--- config.mk ---
export PLATFORM = sky130hd
export DESIGN_NAME = serial_adder_ctrl
export DESIGN_NICKNAME = d
export VERILOG_FILES = /design/src/rtl/serial_adder_ctrl_pkg.sv /design/src/rtl/serial_adder_ctrl_fa_cell.sv /design/src/rtl/serial_adder_ctrl.sv
export SDC_FILE = /design/constraint.sdc
export NUM_CORES = 1
export LEC_CHECK = 0
export ABC_AREA = 0
export BUFFER_PORTS_ARGS = -buffer_cell sky130_fd_sc_hd__buf_2
export CORE_AREA = 2 2 58 82
export DETAILED_ROUTE_END_ITERATION = 6
export DIE_AREA = 0 0 60 84
export PLACE_DENSITY_LB_ADDON = 0.08
export SLEW_MARGIN = 20
export SYNTH_ARGS = -nofsm -noshare
export SYNTH_HDL_FRONTEND = slang
export SYNTH_SLANG_ARGS = --single-unit
export TNS_END_PERCENT = 50
--- constraint.sdc ---
create_clock -name clk -period 1.25 [get_ports clk]
set_input_delay 0.25 -clock clk [delete_from_list [all_inputs] [get_ports clk]]
set_output_delay 0.25 -clock clk [all_outputs]
set_load 0.01 [all_outputs]
--- src/rtl/serial_adder_ctrl_pkg.sv ---
// serial_adder_ctrl_pkg: shared FSM state encoding for the bit-serial adder
package serial_adder_ctrl_pkg;
  typedef enum logic [1:0] {
    S_IDLE = 2'd0,
    S_RUN  = 2'd1,
    S_DONE = 2'd2
  } state_t;
endpackage

--- src/rtl/serial_adder_ctrl_fa_cell.sv ---
// fa_cell: combinational 1-bit full adder shared across all operand bits
module fa_cell (
  input  logic a,
  input  logic b,
  input  logic ci,
  output logic s,
  output logic co
);
  assign s  = a ^ b ^ ci;
  assign co = (a & b) | (ci & (a ^ b));
endmodule

--- src/rtl/serial_adder_ctrl.sv ---
// serial_adder_ctrl: steps one full-adder cell LSB-first over a WIDTH-bit operand pair
module serial_adder_ctrl
  import serial_adder_ctrl_pkg::*;
#(
  parameter int WIDTH = 8
) (
  input  logic             clk,
  input  logic             rst_n,
  input  logic             start,
  input  logic [WIDTH-1:0] a,
  input  logic [WIDTH-1:0] b,
  input  logic             cin,
  output logic             busy,
  output logic             done,
  output logic [WIDTH-1:0] sum,
  output logic             cout
);
  localparam int CW = $clog2(WIDTH);
  state_t state, state_n;
  logic [WIDTH-1:0] a_sh, b_sh;
  logic [WIDTH-2:0] acc;
  logic [WIDTH-1:0] acc_w;
  logic [CW-1:0] bit_cnt;
  logic carry, s, co, last, accept;
  fa_cell u_fa (.a(a_sh[0]), .b(b_sh[0]), .ci(carry), .s(s), .co(co));
  assign busy   = state == S_RUN;
  assign done   = state == S_DONE;
  assign last   = bit_cnt == CW'(WIDTH - 1);
  assign accept = start && !busy;
  assign acc_w  = {s, acc};
  always_comb begin
    state_n = busy ? (last ? S_DONE : S_RUN) : (start ? S_RUN : S_IDLE);
  end
  always_ff @(posedge clk) begin
    if (!rst_n) begin
      state   <= S_IDLE;
      a_sh    <= '0;
      b_sh    <= '0;
      acc     <= '0;
      carry   <= 1'b0;
      bit_cnt <= '0;
      sum     <= '0;
      cout    <= 1'b0;
    end else begin
      state <= state_n;
      if (accept) begin
        a_sh    <= a;
        b_sh    <= b;
        carry   <= cin;
        bit_cnt <= '0;
      end else if (busy) begin
        acc     <= acc_w[WIDTH-1:1];
        carry   <= co;
        a_sh    <= a_sh >> 1;
        b_sh    <= b_sh >> 1;
        bit_cnt <= bit_cnt + 1'b1;
        if (last) begin
          sum  <= acc_w;
          cout <= co;
        end
      end
    end
  end
endmodule

==> flow_metrics.py <==
metrics = {
    "status": {
        "status": "finished, violations left",
        "violations": "setup timing",
    },
    "sta": {
        "final-setup-viol-count": 1,
        "period_needed_ns": 1.280,
        "timing.fmax_mhz": 781.4,
        "slew_violations": 0,
        "hold_slack_ns": 0.2082,
        "timing_hold_violations_final": 0,
        "rsz0062_at_grt": "yes",
        "setup_ws_ns": -0.02974,
        "tightest_slew_ns": 0.2034,
        "relSlewSlack": 0.8644,
        "finClkSkew_ns": 0.004345,
        "min_period_over_period": 1.024,
    },
    "clock_tree": {
        "htree_levels": 2,
        "cts_max_path_buffers": 2,
        "cts_tree": "built",
        "clk_pin_slew_ns": 0.07,
        "cts_hold_buf": 0,
        "insertion_delay_ns": 0.28,
        "numCtsBuffers": 5,
        "cts-root-buf": "clkbuf_8",
        "cts.sinks": 38,
    },
    "layout": {
        "nNetsFinal": 230,
        "n_antenna_cell": 0,
        "area_growth_pct": 26.70,
        "final_cell_mix": "dfxtp_1, buf_2, nand2_1, mux2i_1, a21oi_1",
        "layout_commonest_cell": "dfxtp_1",
        "drive_above_1_share": 0.3865,
        "final_util": 0.4788,
    },
    "grt": {
        "track_usage": 0.1446,
        "grt_max_degree": 47,
        "antenna_found_initial": 0,
        "grt_pass1_wl_mm": 5.595,
        "grt_pass1_vias": 1257,
        "grt_overflow": 0,
    },
    "job": {
        "cap_violations": 0,
    },
    "yosys": {
        "ys.warnings.count": 0,
        "yosysTopAreaCellShare": 0.4585,
        "syn_avg_cell_area_um2": 9.759,
        "ys_async_sr_fraction": 0,
        "netlist-cell-type-count": 27,
        "syn-instance-count": 170,
        "seq_area_frac_synth": 0.4585,
        "synth-seq-cells": 38,
        "synth_area_leader_cell": "dfxtp_1",
        "ys_top_cells_by_area": "dfxtp_1, mux2i_1, nand3_1, a21boi_2, a21oi_1",
        "synth_top_flop_cell": "dfxtp_1",
        "synth_area_um2": 1659,
        "synth-edff-count": 0,
        "syn_nets": 193,
    },
    "setup_path": {
        "worstSetupPathType": "register to output pin",
        "cp.required_ns": 1.00,
        "critPathLaunchType": "register",
        "end_kind": "output pin",
        "cp.arrival_ns": 1.03,
        "worstPathMaxFanout": 3,
    },
    "power_and_ir_drop": {
        "finalPower_mw": 2.394,
        "p_leak_nw": 0.9279,
        "p_per_area_nw_per_um2": 1139,
        "max-vdd-ir-drop_uv": 644.7,
    },
    "worst_hold_path": {
        "min_path_type": "input port to register",
    },
    "detailed_routing": {
        "via_count": 1275,
        "detail-route-antenna-nets": 0,
        "drt_pass1_iterations": 3,
        "drc": 0,
        "vias_per_cell": 4.740,
        "drt-total-wl_mm": 3.309,
        "wl_per_cell_um": 12.30,
        "drtIter0Drc": 37,
    },
    "placement": {
        "port_buffers": 30,
        "dpl.hpwl_mm": 2.072,
        "place.gp.congestion": 0.6847,
    },
    "floorplan": {
        "start_util": 0.3779,
        "coreArea_um2": 4390,
        "dieArea_um2": 5040,
        "dieHeight_um": 84,
        "num_rows": 29,
        "pin_count": 31,
        "die_w_um": 60,
    },
}
-- worst paths after layout --
path                        from                    to  cells after the start  slack (ns)
max reg2reg  state[1]$_SDFF_PN0_  b_sh[3]$_SDFFE_PN0P_                      6           0
min                         a[7]  a_sh[7]$_SDFFE_PN0P_                      3        0.21
max          state[1]$_SDFF_PN0_                  busy                      4       -0.03
min reg2reg  sum[2]$_SDFFE_PN0P_   sum[2]$_SDFFE_PN0P_                      2        0.45
-- per-stage QoR --
step           setup TNS [ns]  instance area, um^2  worst slack (ns)  std cells
2_1_floorplan               0                 1659           0.03654        170
3_3_place_gp        -0.004649                 1876         -0.004649        255
3_5_place_dp          -0.7540                 1876          -0.08908        255
4_1_cts              -0.07056                 2052          -0.04334        268
5_1_grt               -0.4271                 2102          -0.06404        269
6_report             -0.02974                 2102          -0.02974        269
-- synth_stat cells, types with 3 or more instances --
library cell	n
dfxtp_1	38
nand2_1	18
nand3_1	18
mux2i_1	17
a21oi_1	15
o21ai_0	13
a21boi_2	8
nand2_2	8
buf_2	6
buf_6	4
nor2_1	4
o21ai_1	3
-- sequential cells by signal, indices dropped and copies added, names as in the netlist --
name,flops
cout,1
acc,7
bit_cnt,3
sum,8
a_sh,8
state,2
carry,1
b_sh,8
-- critical path, cell delays in order (launching register included) --
cell,delay (ns)
dfxtp_2,0.33
nand2b_4,0.15
buf_12,0.14
inv_16,0.05
buf_6,0.09
-- power breakdown --
group	internal (mW)	total (mW)	switching, mW
Sequential	1.27	1.30	0.0346
Clock	0.384	0.781	0.397
Combinational	0.164	0.312	0.148
Total	1.81	2.39	0.580
-- timing repair --
| action | in CTS | in global routing |
|---|---|---|
| gates cloned | 2 | 0 |
| gates resized for setup | 11 | 13 |
| pin swaps | 0 | 2 |
| buffers inserted | 4 | 1 |
| setup endpoints to repair | 12 | 26 |
-- per-layer routing --
| layer | wire length, um | share of wire | up-vias | GRT usage |
|---|---|---|---|---|
| li1 | - | - | 664 | - |
| met1 | 1401 | 0.42 | 581 | 0.1596 |
| met2 | 1720 | 0.52 | 24 | 0.2510 |
| met3 | 133 | 0.040 | 6 | 0.04186 |
| met4 | 54 | 0.016 | 0 | 0.05455 |
| met5 | 0 | 0 | - | 0 |
-- cells by family (layout without fill, tap and decap cells) --
family	Yosys count	count (layout)	synth area share
compound gates	41	41	0.1569
fa+ha+maj	3	3	0.02715
buf+inv	15	51	0.07541
flops	38	38	0.4585
mux	17	17	0.1026
simple gates	56	57	0.1795
-- final cells by class --
type	count	area, um^2
Clock buffer	7	76.32
Fill cell	437	2288
Inverter	1	20.02
Multi-Input combinational cell	118	830.8
Sequential cell	38	768.2
Tap cell	62	77.57
Timing Repair Buffer	43	329.1
Power figures use the tool's default switching activity.
